===== src/rtl/serial_rx_pkg.sv =====
// ============================================================================
// Module      : serial_rx_pkg
// Description : Shared types and constants for the serial frame receiver.
// Revision    : 1.0 - initial release
// ============================================================================
`default_nettype none

package serial_rx_pkg;

  localparam int c_DATA_W_DEFAULT = 8;

  typedef enum logic [2:0] {
    ST_IDLE      = 3'd0,
    ST_DATA      = 3'd1,
    ST_PARITY    = 3'd2,
    ST_STOP      = 3'd3,
    ST_WAIT_IDLE = 3'd4
  } rx_state_t;

  // Counter must hold 0..DATA_W.
  function automatic int cnt_width(input int data_w);
    return $clog2(data_w + 1);
  endfunction

endpackage

`default_nettype wire


===== src/rtl/sipo_shifter.sv =====
// ============================================================================
// Module      : sipo_shifter
// Description : Serial-in parallel-out register, LSB-first, with clear.
// Revision    : 1.0 - initial release
// ============================================================================
`default_nettype none

module sipo_shifter #(
  parameter int WIDTH = 8
) (
  input  logic             clk,
  input  logic             reset,
  input  logic             clr,
  input  logic             shift_en,
  input  logic             din,
  output logic [WIDTH-1:0] q
);

  logic [WIDTH-1:0] r_q;

  // New bits enter at the MSB so the first bit lands in bit 0 after WIDTH shifts.
  always_ff @(posedge clk or posedge reset) begin
    if (reset) begin
      r_q <= '0;
    end else if (clr) begin
      r_q <= '0;
    end else if (shift_en) begin
      r_q <= {din, r_q[WIDTH-1:1]};
    end
  end

  assign q = r_q;

endmodule

`default_nettype wire


===== src/rtl/serial_frame_rx.sv =====
// ============================================================================
// Module      : serial_frame_rx
// Description : Serial frame receiver (start, DATA_W bits LSB first, optional
//               odd parity when SERIAL_RX_PARITY_EN is defined, stop) with a
//               valid/ready output and frame_err / overrun pulses.
// Revision    : 1.0 - initial release
// ============================================================================
`default_nettype none

module serial_frame_rx
  import serial_rx_pkg::*;
#(
  parameter int DATA_W = c_DATA_W_DEFAULT
) (
  input  logic              clk,
  input  logic              reset,
  input  logic              in,
  output logic [DATA_W-1:0] out_data,
  output logic              out_valid,
  input  logic              out_ready,
  output logic              frame_err,
  output logic              overrun
);

  localparam int CW = cnt_width(DATA_W);
  localparam logic [CW-1:0] c_LAST_BIT = CW'(DATA_W - 1);

  rx_state_t r_state, w_state_nxt;
  logic [CW-1:0] r_cnt, w_cnt_nxt;
  logic          w_shift_en;
  logic          w_clr;
  logic          w_good;
  logic          w_ferr;
  logic          w_par_ok;
  logic [DATA_W-1:0] w_sipo_q;

  logic [DATA_W-1:0] r_out_data;
  logic              r_out_valid;
  logic              r_frame_err;
  logic              r_overrun;

`ifdef SERIAL_RX_PARITY_EN
  logic r_par, w_par_nxt;
  // Running XOR of data and parity bits; odd parity means it ends at 1.
  assign w_par_ok = r_par;
`else
  assign w_par_ok = 1'b1;
`endif

  sipo_shifter #(
    .WIDTH (DATA_W)
  ) u_shifter (
    .clk      (clk),
    .reset    (reset),
    .clr      (w_clr),
    .shift_en (w_shift_en),
    .din      (in),
    .q        (w_sipo_q)
  );

  always_ff @(posedge clk or posedge reset) begin
    if (reset) begin
      r_state <= ST_IDLE;
      r_cnt   <= '0;
`ifdef SERIAL_RX_PARITY_EN
      r_par   <= 1'b0;
`endif
    end else begin
      r_state <= w_state_nxt;
      r_cnt   <= w_cnt_nxt;
`ifdef SERIAL_RX_PARITY_EN
      r_par   <= w_par_nxt;
`endif
    end
  end

  always_comb begin
    w_state_nxt = r_state;
    w_cnt_nxt   = r_cnt;
    w_shift_en  = 1'b0;
    w_clr       = 1'b0;
    w_good      = 1'b0;
    w_ferr      = 1'b0;
`ifdef SERIAL_RX_PARITY_EN
    w_par_nxt   = r_par;
`endif
    case (r_state)
      ST_IDLE: begin
        if (!in) begin
          w_state_nxt = ST_DATA;
          w_cnt_nxt   = '0;
          w_clr       = 1'b1;
`ifdef SERIAL_RX_PARITY_EN
          w_par_nxt   = 1'b0;
`endif
        end
      end
      ST_DATA: begin
        w_shift_en = 1'b1;
`ifdef SERIAL_RX_PARITY_EN
        w_par_nxt  = r_par ^ in;
`endif
        if (r_cnt == c_LAST_BIT) begin
          w_cnt_nxt = '0;
`ifdef SERIAL_RX_PARITY_EN
          w_state_nxt = ST_PARITY;
`else
          w_state_nxt = ST_STOP;
`endif
        end else begin
          w_cnt_nxt = r_cnt + 1'b1;
        end
      end
`ifdef SERIAL_RX_PARITY_EN
      ST_PARITY: begin
        w_par_nxt   = r_par ^ in;
        w_state_nxt = ST_STOP;
      end
`endif
      ST_STOP: begin
        if (in) begin
          w_state_nxt = ST_IDLE;
          w_good      = w_par_ok;
          w_ferr      = !w_par_ok;
        end else begin
          // Line held low: wait for it to return high before hunting a start.
          w_state_nxt = ST_WAIT_IDLE;
          w_ferr      = 1'b1;
        end
      end
      ST_WAIT_IDLE: begin
        if (in) begin
          w_state_nxt = ST_IDLE;
        end
      end
      default: begin
        w_state_nxt = ST_IDLE;
      end
    endcase
  end

  always_ff @(posedge clk or posedge reset) begin
    if (reset) begin
      r_out_data  <= '0;
      r_out_valid <= 1'b0;
      r_frame_err <= 1'b0;
      r_overrun   <= 1'b0;
    end else begin
      r_frame_err <= w_ferr;
      r_overrun   <= w_good && r_out_valid && !out_ready;
      // A byte being accepted this cycle frees the slot for a new one.
      if (w_good && (!r_out_valid || out_ready)) begin
        r_out_data  <= w_sipo_q;
        r_out_valid <= 1'b1;
      end else if (r_out_valid && out_ready) begin
        r_out_valid <= 1'b0;
      end
    end
  end

  assign out_data  = r_out_data;
  assign out_valid = r_out_valid;
  assign frame_err = r_frame_err;
  assign overrun   = r_overrun;

endmodule

`default_nettype wire


===== config.mk =====
export PLATFORM = sky130hd
export DESIGN_NAME = serial_frame_rx
export DESIGN_NICKNAME = d
export VERILOG_FILES = /design/src/rtl/serial_rx_pkg.sv /design/src/rtl/sipo_shifter.sv /design/src/rtl/serial_frame_rx.sv
export SDC_FILE = /design/constraint.sdc
export NUM_CORES = 1
export LEC_CHECK = 0
export ABC_AREA = 1
export BUFFER_PORTS_ARGS = -buffer_cell sky130_fd_sc_hd__buf_2
export CORE_MARGIN = 5
export CORE_UTILIZATION = 58
export DETAILED_ROUTE_END_ITERATION = 8
export PLACE_DENSITY_LB_ADDON = 0.2
export SLEW_MARGIN = 10
export SYNTH_ARGS = -nofsm -noshare
export SYNTH_HDL_FRONTEND = slang
export SYNTH_SLANG_ARGS = --single-unit

===== constraint.sdc =====
create_clock -name clk -period 3 [get_ports clk]
set_input_delay 0.6 -clock clk [delete_from_list [all_inputs] [get_ports clk]]
set_output_delay 0.6 -clock clk [all_outputs]
set_load 0.01 [all_outputs]

## Yosys cells after proc, flatten, opt, wreduce, memory -nomap -nowiden

Index checks and enable logic that the tools add are counted.
W data, S select, Z words.

| cells by class | value |
|---|---|
| add/sub/neg operators | 1 |
| eq/ne operators | 7 |
| muxes and demuxes | 18 |
| reduce and logical (&&, ||, !) cells | 13 |

Operators with widths:

| operator | number |
|---|---|
| $mux W8 | 2 |
| $mux W3 | 4 |
| $pmux W3 S4 | 1 |
| $mux W1 | 8 |
| $mux W4 | 2 |
| $pmux W4 S2 | 1 |
| $ne A2 B2 Y1 const B | 3 |
| $reduce_bool A2 Y1 | 3 |
| $add A4 B1 Y4 const B | 1 |
| $eq A4 B3 Y1 const B | 1 |
| $logic_and A1 B1 Y1 | 4 |
| $eq A3 B1 Y1 const B | 1 |
| $eq A3 B2 Y1 const B | 1 |
| $eq A3 B3 Y1 const B | 1 |
| $logic_not A3 Y1 | 1 |
| $reduce_and A3 Y1 | 1 |
| $logic_not A1 Y1 | 2 |
| $reduce_and A2 Y1 | 1 |
| $logic_or A1 B1 Y1 | 1 |

| storage, ports and cells | value |
|---|---|
| flip-flop bits (word level) | 26 |
| bits of input ports | 4 |
| output and inout bits | 11 |
| logic and storage cells | 46 |

## Logic depth before layout (Yosys ltp)

Gate-level depths: netlist of the first run.

| depth | value |
|---|---|
| depth in word-level cells | 4 |
| depth in mapped cells | 6 |
| mapped depth without buffers | 6 |

## Modules after synthesis

Synthesis of the first run repeated with hierarchy kept, for this count alone.

| unflattened totals | value |
|---|---|
| cell total of the unflattened synthesis | 131 |
| area, all modules | 1146.1 um^2 |

By module, submodules not included:

| module | instances | cells each | area an instance (um^2) | sequential area each (um^2) |
|---|---|---|---|---|
| serial_frame_rx | 1 | 95 | 807.0 | 450.4 |
| sipo_shifter | 1 | 36 | 339.1 | 200.2 |

## Worst setup path before layout of the first run

OpenSTA, ideal clock, no wires.

| path | value |
|---|---|
| kind | in2reg |
| start point | in out_ready |
| end point | reg r_out_data[0], in the netlist out_data[0] |
| setup time | 65 ps |
| arrival | 1123 ps |
| data required time | 2935 ps |
| setup slack | 1812 ps |
| cell stages on the path | 5 |
| path buffers | 1 |
| path through | inv_1 nand2_1 clkbuf_1 nand3_1 nand2_1 |

| between the ends | value |
|---|---|
| cells in the longest elaborated chain, start to end | 2 |

RTL lines:

| what | RTL line | text |
|---|---|---|
| start, declared | serial_frame_rx.sv:20 | `input logic out_ready,` |
| $logic_or A1 B1 Y1 | serial_frame_rx.sv:152 | `if (w_good && (!r_out_valid \|\| out_ready)) begin` |
| $logic_and A1 B1 Y1 | serial_frame_rx.sv:152 |  |
| end signal, assigned | serial_frame_rx.sv:153 | `r_out_data <= w_sipo_q;` |
| end, declared | serial_frame_rx.sv:37 | `logic [DATA_W-1:0] r_out_data;` |

Every way passes these cells.
A chain may end at the register's enable or synchronous reset.

## Worst setup path in the final report of the first run

| path | value |
|---|---|
| start point | reg r_out_data[6], in the netlist out_data[6] |
| end point | out out_data[6] |

RTL lines:

| what | RTL line | text |
|---|---|---|
| end, declared | serial_frame_rx.sv:18 | `output logic [DATA_W-1:0] out_data,` |

No word-level cell between the ends.

==> results of run 1 <==
==> routing by layer <==
layer	vias to the layer above	routed length, um	GRT usage, %
met5	-	0	0
met4	0	12	3.830
met3	2	116	2.817
met2	24	782	24.90
met1	355	814	19.60
li1	402	-	-
==> final cells by class <==
| class | count | area, sq um | share of cell area (%) |
|---|---|---|---|
| Tap cell | 25 | 31.28 | 2.577 |
| Clock buffer | 4 | 36.28 | 2.990 |
| Timing Repair Buffer | 14 | 70.07 | 5.773 |
| Sequential cell | 26 | 650.6 | 53.61 |
| Inverter | 17 | 63.81 | 5.258 |
| Multi-Input combinational cell | 71 | 361.6 | 29.79 |
==> kinds of logic (layout without fill, tap and decap cells) <==
family,Yosys count,after routing,synth area share [%]
buffers and inverters,19,35,7.224
AND/OR/NAND/NOR,61,61,26.38
flip-flops,26,26,59.63
AO/OA/AOI/OAI,9,9,5.619
adder cells (fa/ha/maj),1,1,1.147
==> layout by cell type, fill, tap and decap left out <==
cell	synthesis	layout
nand2_1	34	34
dfrtp_1	26	26
inv_1	17	17
buf_2	0	14
nand3_1	13	13
o22ai_1	7	7
nor2_1	5	5
clkbuf_4	0	3
o21ai_2	2	2
nor2_2	1	1
nand2_4	1	1
nand2_2	1	1
or2_2	1	1
nor4_1	1	1
nor3_4	1	1
nand3_2	1	1
nand4_1	1	1
nand3b_1	1	1
ha_1	1	1
clkbuf_8	0	1
==> through the flow <==
step / utilization, % / area (sq um) / instances
after floorplan: - / 1091 / 116
after global placement: 66.74 / 1177 / 153
after detailed placement: 66.74 / 1177 / 153
after CTS: 68.79 / 1214 / 157
after global routing: 68.79 / 1214 / 157
final: 68.79 / 1214 / 157
==> flip-flops by register name, summed over array words and instances (netlist names) <==
| signal | cells |
|---|---|
| overrun | 1 |
| frame_err | 1 |
| r_cnt | 4 |
| out_valid | 1 |
| out_data | 8 |
| u_shifter.q | 8 |
| r_state | 3 |
==> power by group <==
group / switching [mW] / internal [mW]
Clock: 0.0935 / 0.0739
Sequential: 0.0894 / 0.486
Combinational: 0.254 / 0.167
Total: 0.437 / 0.727
==> path summary, 6_finish.rpt <==
path / startpoint / cells after the start / slack, ps / to
hold reg to reg: out_data[2] / 2 / 490 / out_data[2]
setup reg to reg: r_state[2] / 6 / 1700 / r_cnt[2]
setup / recovery: out_data[6] / 1 / 1550 / out_data[6]
max in group asynchronous: reset / 2 / 1950 / u_shifter.q[2]
min in group clk: out_data[2] / 2 / 490 / out_data[2]
hold / removal: reset / 2 / 480 / frame_err
==> summary.md, run 1 <==
| Metric | Value |
|---|---|
| Clk slew on worst S/H paths | `130 ps` |
| Setup violators final | `0` |
| Max_cap viols | `0` |
| Worst skew pair latency | `300 ps` |
| Vias/cell | `4.987` |
| Cell taking the most area after synthesis | `dfrtp_1` |
| Hold Buf Count CTS | `0` |
| Worst-path maximum fanout | `2` |
| Ant. Diodes | `0` |
| Die Footprint | `2848 sq um` |
| Cell with the most instances after synthesis | `nand2_1` |
| Synth cell types | `19` |
| Top delay family on crit path | `flip-flops` |
| Synth Warn # | `0` |
| Post-Route Setup TNS | `0 ps` |
| Routed Antenna Nets | `0` |
| Dpl ws | `1489 ps` |
| CP peak stage delay | `400 ps` |
| Async SR Flop Fraction | `100.0%` |
| Final WS setup | `1553 ps` |
| RSZ-0062 raised after global routing | `no` |
| Mean post-synth cell area | `9.406 sq um` |
| Largest net degree at the start of global routing | `27` |
| IO Count | `15` |
| Starting density of the core | `61.84%` |
| CTS buffer count | `3` |
| Tot GR Track Use | `14.90%` |
| Initial antenna violation count | `0` |
| Area Growth Syn to Fin | `11.24%` |
| Top cell type's share of synthesized area | `59.63%` |
| CP Cell Sequence | `buf_2` |
| Placed wire-length estimate | `1297 um` |
| Peak VDD IR | `0.6889 mV` |
| # rows | `15` |
| Post-synth top cells | `nand2_1 (34), dfrtp_1 (26), inv_1 (17), nand3_1 (13), o22ai_1 (7)` |
| Cells after synthesis | `116` |
| Fraction of layout cells with a size suffix above 1 | `19.70%` |
| CTS sink count | `26` |
| GR Overflow Total | `0` |
| Vias in the first global route | `760` |
| Data arrival time of the worst path | `850 ps` |
| DRC Markers | `0` |
| Min Tclk post-route | `1447 ps` |
| Crit path launch type | `flip-flop` |
| Hold slack | `479.0 ps` |
| # resized after CTS | `0` |
| Post-Syn Area | `1091 sq um` |
| Status | `completed` |
| Main area contributors after synthesis | `dfrtp_1 (60%), nand2_1 (12%), nand3_1 (6.0%)` |
| Synth Flop Type | `dfrtp_1` |
| Port Buf Inserts | `14` |
| Register area share after synthesis | `59.63%` |
| Leakage | `0.6797 nW` |
| Sum of buffers and inverters on the critical path | `1` |
| Vias | `783` |
| Max H-tree Level | `1` |
| Setup Fix Bufs, Post-CTS | `0` |
| Fin crit share | `48.23%` |
| Crit-path slowest cell | `dfrtp_1` |
| Worst slew pin tran | `933.0 ps` |
| Layout Skew | `6.211 ps` |
| Rel. slew slack | `37.73%` |
| Core area | `1764 sq um` |
| CTS max path bufs | `2` |
| Critical path capture point type | `output pin` |
| Final Max Tran Viols | `0` |
| Root buf cell | `clkbuf_4` |
| PD cells | `958.7 nW/um^2` |
| Number of flops mapped to enable cells by yosys | `0` |
| Critical path class | `flip-flop to output pin` |
| DR WL/cell | `10.99 um` |
| Final hold viol count | `0` |
| Die span in x | `53.37 um` |
| Total power | `1.163 mW` |
| Synthesized flop and latch total | `26` |
| Mapped Nets | `121` |
| Die H | `53.37 um` |
| Pre-antenna DRT Iters | `4` |
| TritonCTS clock tree | `done` |
| Hold Crit Class | `primary input to async pin` |
| Critical Path RT | `2400 ps` |
| Final WL | `1725 um` |
| Fillers | `147` |
| First-pass GRT wire length | `3125 um` |
| Drt initial violations | `13` |
| Final #Nets | `138` |
| Max Clk Rate | `691.1 MHz` |
| Gpl congestion | `0.8421` |
No activity file was read; power rests on OpenSTA's default activity.
==> run 2: changes to the inputs <==
Settings changed: CORE_UTILIZATION 58 to 54.
Clock period 3 ns to 1.4 ns, I/O delays scaled along.
==> run 2 against run 1 <==
Compared with the run above: setup slack got worse by 1400 ps; total power increased by 130%; cell count increased by 3.2%; via count increased by 4.5%; clock-buffer cell count decreased by 1; critical path depth increased by 5; worst hold slack got worse by 240 ps; global-route usage increased by 0.70 points.
==> summary.md, run 2 (same netlist as run 1, synthesis figures left out) <==
| Metric | Value |
|---|---|
| DR WL/cell | `11.40 um (was 10.99 um)` |
| PD cells | `2102 nW/um^2 (was 958.7 nW/um^2)` |
| Placed insts | `157 (was 153)` |
| Rel. slew slack | `78.34% (was 37.73%)` |
| CTS max path bufs | `2 (unchanged)` |
| Dpl ws | `115.5 ps (was 1489 ps)` |
| Most frequent cells in the layout | `nand2_1 (34), dfrtp_1 (25), inv_1 (17) (was nand2_1 (34), dfrtp_1 (26), inv_1 (17))` |
| Final Max Tran Viols | `0 (unchanged)` |
| Total power | `2.646 mW (was 1.163 mW)` |
| Most common cell after layout, fill and taps aside | `nand2_1 (unchanged)` |
| Vias | `818 (was 783)` |
| Status | `completed (unchanged)` |
| Peak VDD IR | `1.154 mV (was 0.6889 mV)` |
| Critical path capture point type | `flip-flop (was output pin)` |
| Setup violators final | `0 (unchanged)` |
| Min Tclk post-route | `1261 ps` |
| Routed Antenna Nets | `0 (unchanged)` |
| Leakage | `0.6982 nW (was 0.6797 nW)` |
| Final hold viol count | `0 (unchanged)` |
| Data arrival time of the worst path | `1490 ps (was 850 ps)` |
| Gpl congestion | `0.8331 (was 0.8421)` |
| CTS sink count | `26 (unchanged)` |
| Fraction of layout cells with a size suffix above 1 | `21.48% (was 19.70%)` |
| Die Footprint | `3020 sq um (was 2848 sq um)` |
| Die H | `54.95 um (was 53.37 um)` |
| Worst slew pin tran | `323.9 ps (was 933.0 ps)` |
| Worst-path maximum fanout | `11 (was 2)` |
| Hold Crit Class | `primary input to flip-flop (was primary input to async pin)` |
| Initial antenna violation count | `0 (unchanged)` |
| Max_cap viols | `0 (unchanged)` |
| Die span in x | `54.95 um (was 53.37 um)` |
| Design Area, Final | `1259 sq um (was 1214 sq um)` |
| TritonCTS clock tree | `done (unchanged)` |
| Placed wire-length estimate | `1345 um (was 1297 um)` |
| Starting density of the core | `56.19% (was 61.84%)` |
| Area Growth Syn to Fin | `15.37% (was 11.24%)` |
| Port Buf Inserts | `14 (unchanged)` |
| Max Clk Rate | `793.2 MHz` |
| Worst skew pair latency | `320 ps (was 300 ps)` |
| IO Count | `15 (unchanged)` |
| Critical path class | `flip-flop to flip-flop (was flip-flop to output pin)` |
| Finished Layout Cells | `162 (was 157)` |
| Final WS setup | `139.3 ps (was 1553 ps)` |
| Hold slack | `239.6 ps (was 479.0 ps)` |
| RSZ-0062 raised after global routing | `no (unchanged)` |
| # rows | `16 (was 15)` |
| DRC Markers | `0 (unchanged)` |
| Crit path launch type | `flip-flop (unchanged)` |
| Max H-tree Level | `1 (unchanged)` |
| Final #Nets | `141 (was 138)` |
| Largest net degree at the start of global routing | `27 (unchanged)` |
| Finished Core Util | `64.82% (was 68.79%)` |
| GR Overflow Total | `0 (unchanged)` |
| CTS buffer count | `3 (unchanged)` |
| Pre-antenna DRT Iters | `4 (unchanged)` |
| Fin crit share | `90.05%` |
| Final WL | `1847 um (was 1725 um)` |
| Tot GR Track Use | `15.60% (was 14.90%)` |
| Core area | `1942 sq um (was 1764 sq um)` |
| Post-Route Setup TNS | `0 ps (unchanged)` |
| First-pass GRT wire length | `3284 um (was 3125 um)` |
| Ant. Diodes | `0 (unchanged)` |
| Drt initial violations | `7 (was 13)` |
| Layout Skew | `5.920 ps (was 6.211 ps)` |
| Critical Path RT | `1630 ps (was 2400 ps)` |
| Setup Fix Bufs, Post-CTS | `0 (unchanged)` |
| Placed cell area | `1195 sq um (was 1177 sq um)` |
| Root buf cell | `clkbuf_4 (unchanged)` |
| Vias in the first global route | `767 (was 760)` |
| Clk slew on worst S/H paths | `140 ps (was 130 ps)` |
| Vias/cell | `5.049 (was 4.987)` |
## run 2: changes by cell type in the layout (fill, tap and decap cells not counted), sizes merged
cell | before | now
clkbuf | 4 | 3
bufinv | 0 | 1
dlygate4sd3 | 0 | 1
buf | 14 | 16
## run 2: critical path, stage by stage (launching register included)
cell     delay, ps
dfrtp_2        490
nor2_2         160
nand2_4        100
nand2_2        200
inv_1          100
nand2_1         70
nand2_1         50
## run 2: what timing repair did
item,in CTS,in global routing
hold buffers,1,0
hold endpoints to repair,26,0
gates resized for setup,0,1
setup endpoints to repair,0,1
## run 2: area by class of cell
| class | instances | area, sq um |
|---|---|---|
| timing repair buffer | 17 | 95.09 |
| multi-input combinational | 71 | 361.6 |
| clock buffer | 3 | 22.52 |
| fill | 179 | 683.2 |
| tap | 27 | 33.78 |
| inverter | 17 | 63.81 |
| sequential | 26 | 651.9 |
| clock inverter | 1 | 30.03 |
## run 2: path summary, 6_finish.rpt
path	slack, ps	endpoint	start	cells after the start
min in group asynchronous	540	overrun	reset	4
min	240	u_shifter.q[7]	in	3
max in group asynchronous	600	r_state[2]	reset	4
max	140	r_cnt[3]	r_state[2]	6
min reg2reg	490	out_data[3]	out_data[3]	2
max reg2reg	140	r_cnt[3]	r_state[2]	6
## run 2: routing by layer
metal	share of wire, %	GRT usage (%)	vias up
met3	5.7	2.681	4
met2	48	25.79	18
met4	1.3	7.692	0
met5	0	0	-
met1	45	19.69	388
li1	-	-	408
## run 2: power by group
group          internal (mW)  switching, mW  leakage, nW  total [mW]
Clock                  0.289          0.218       0.0279       0.508
Sequential              1.04          0.188        0.332        1.23
Combinational          0.363          0.545        0.338       0.908
==> run 3: changes to the inputs <==
Settings changed: PLACE_DENSITY from default to 0.85, PLACE_DENSITY_LB_ADDON 0.2 to default.
Clock period 1.4 ns to 1.2 ns, I/O delays scaled along.
==> run 3 against run 2 <==
Compared with the run above: fmax rose by 5.3%; via count up 5.9%; final area rose by 7.5%; non-clock buffer count up 7; worst hold slack lost 26 ps; cell count increased by 4.9%; clock skew decreased by 0.89 ps; die area stayed put; sequential power is 16% higher; combinational power rose by 49%; global-route usage rose by 1.6 points; register-to-register slack got worse by 140 ps; critical endpoint is now out_data[3]; largest cell class unchanged.
==> summary.md, run 3 (same netlist as run 1, synthesis figures left out) <==
| Metric | Value |
|---|---|
| Status | `completed (unchanged)` |
| Routed Antenna Nets | `0 (unchanged)` |
| Die span in x | `54.95 um (unchanged)` |
| CP Cell Sequence | `buf_6, nor3_4, nand3_1, nand2_1 (was nor2_2, nand2_4, nand2_2, inv_1, nand2_1, nand2_1)` |
| Critical path class | `flip-flop to flip-flop (unchanged)` |
| Placed cell area | `1245 sq um (was 1195 sq um)` |
| Min Tclk post-route | `1197 ps (was 1261 ps)` |
| Final WS setup | `3.235 ps (was 139.3 ps)` |
| CP peak stage delay | `480 ps (was 490 ps)` |
| CTS sink count | `26 (unchanged)` |
| Area Growth Syn to Fin | `23.97% (was 15.37%)` |
| Vias in the first global route | `866 (was 767)` |
| CTS max path bufs | `2 (unchanged)` |
| Final WL | `2179 um (was 1847 um)` |
| Worst-path maximum fanout | `8 (was 11)` |
| Initial antenna violation count | `0 (unchanged)` |
| Die H | `54.95 um (unchanged)` |
| Core area | `1942 sq um (unchanged)` |
| # rows | `16 (unchanged)` |
| Port Buf Inserts | `14 (unchanged)` |
| GR Overflow Total | `0 (unchanged)` |
| Pre-antenna DRT Iters | `4 (unchanged)` |
| Ant. Diodes | `0 (unchanged)` |
| Dpl ws | `-10.66 ps (was 115.5 ps)` |
| Crit path launch type | `flip-flop (unchanged)` |
| Max H-tree Level | `1 (unchanged)` |
| PD cells | `2501 nW/um^2 (was 2102 nW/um^2)` |
| R2R depth | `4 (was 6)` |
| Setup violators final | `0 (unchanged)` |
| WHS Path Cells | `3 (unchanged)` |
| Hold Crit Class | `primary input to flip-flop (unchanged)` |
| TritonCTS clock tree | `done (unchanged)` |
| Worst slew pin tran | `320.0 ps (was 323.9 ps)` |
| Max Clk Rate | `835.6 MHz (was 793.2 MHz)` |
| Die Footprint | `3020 sq um (unchanged)` |
| DR WL/cell | `12.82 um (was 11.40 um)` |
| Fillers | `128 (was 179)` |
| Vias/cell | `5.094 (was 5.049)` |
| Fin crit share | `99.73% (was 90.05%)` |
| Drt initial violations | `18 (was 7)` |
| Max_cap viols | `0 (unchanged)` |
| First-pass GRT wire length | `3588 um (was 3284 um)` |
| Most frequent cells in the layout | `nand2_1 (33), dfrtp_1 (25), inv_1 (17) (was nand2_1 (34), dfrtp_1 (25), inv_1 (17))` |
| CTS buffer count | `3 (unchanged)` |
| Fraction of layout cells with a size suffix above 1 | `27.97% (was 21.48%)` |
| Final Max Tran Viols | `0 (unchanged)` |
| Vias | `866 (was 818)` |
| Final hold viol count | `0 (unchanged)` |
| Peak VDD IR | `1.323 mV (was 1.154 mV)` |
| Rel. slew slack | `78.66% (was 78.34%)` |
| Gpl congestion | `0.8282 (was 0.8331)` |
| Clk slew on worst S/H paths | `140 ps (about the same)` |
| Crit-path slowest cell | `dfrtp_2 (unchanged)` |
| Post-Route Setup TNS | `0 ps (unchanged)` |
| DRC Markers | `0 (unchanged)` |
| Largest net degree at the start of global routing | `27 (unchanged)` |
| Finished Layout Cells | `170 (was 162)` |
| Tot GR Track Use | `17.18% (was 15.60%)` |
| Root buf cell | `clkbuf_4 (unchanged)` |
| Final #Nets | `149 (was 141)` |
| Critical path capture point type | `flip-flop (unchanged)` |
| Leakage | `0.7406 nW (was 0.6982 nW)` |
| Placed wire-length estimate | `1513 um (was 1345 um)` |
| Most common cell after layout, fill and taps aside | `nand2_1 (unchanged)` |
| RSZ-0062 raised after global routing | `yes (was no)` |
| IO Count | `15 (unchanged)` |
| Worst skew pair latency | `330 ps (was 320 ps)` |
| Design Area, Final | `1353 sq um (was 1259 sq um)` |
| Placed insts | `162 (was 157)` |
| Starting density of the core | `56.19% (unchanged)` |
| Layout Skew | `5.034 ps (was 5.920 ps)` |
| Data arrival time of the worst path | `1470 ps (was 1490 ps)` |
| Hold slack | `214.0 ps (was 239.6 ps)` |
| Critical Path RT | `1480 ps (was 1630 ps)` |
-- run 3: cell count changes in the layout (fill, tap and decap cells not counted), sizes merged --
cell / before / now
nand3: 14 / 15
buf: 16 / 23
-- run 3: what timing repair did --
| item | in CTS | in global routing |
|---|---|---|
| endpoints found under the setup margin | 8 | 20 |
| gates resized for setup | 2 | 5 |
| hold buffers | 1 | 0 |
| endpoints found under the hold margin | 26 | 0 |
| buffers inserted | 0 | 2 |
| pin swaps | 2 | 5 |
| cloned | 1 | 0 |
-- run 3: through the flow --
stage               utilization, %  power (mW)
detailed placement           64.11       2.730
global placement             64.11       2.634
finish                       69.65       3.382
CTS                          67.78       3.333
global route                 69.65       3.624
floorplan                        -       2.252
-- run 3: routing by layer --
| metal | vias to the layer above | global-route usage, % | share of wire (%) | wire, um |
|---|---|---|---|---|
| li1 | 426 | - | - | - |
| met1 | 409 | 17.71 | 41 | 898 |
| met2 | 27 | 31.89 | 51 | 1113 |
| met3 | 4 | 3.217 | 5.3 | 115 |
| met4 | 0 | 10.12 | 2.4 | 53 |
| met5 | - | 0 | 0 | 0 |
-- run 3: power by group --
part	switching [mW]	total [mW]	leakage [nW]	internal, mW
clock network	0.264	0.602	0.0279	0.338
registers	0.211	1.43	0.332	1.22
logic	0.759	1.35	0.380	0.595
total	1.23	3.38	0.741	2.15
-- run 3: critical path, delay by kind of cell (launching register included) --
family	cells	cell delay, ps
buf+inv	1	130
simple gates	3	540
flops	1	480
-- run 3: cell type report --
cell class | count | area [sq um] | share of cell area (%)
clock inverters | 1 | 30.03 | 2.220
inverters | 17 | 63.81 | 4.718
flip-flops and latches | 26 | 651.9 | 48.20
well taps | 27 | 33.78 | 2.498
clock buffers | 3 | 22.52 | 1.665
repair buffers | 24 | 163.9 | 12.12
multi-input cells | 72 | 386.6 | 28.58
-- run 3: path summary, 6_finish.rpt --
check,from,to,slack [ps]
min in group asynchronous,reset,frame_err,490
min,in,u_shifter.q[7],210
max in group asynchronous,reset,r_state[2],460
max,r_state[2],out_data[3],3
min reg2reg,out_data[0],out_data[0],500
max reg2reg,r_state[2],out_data[3],3
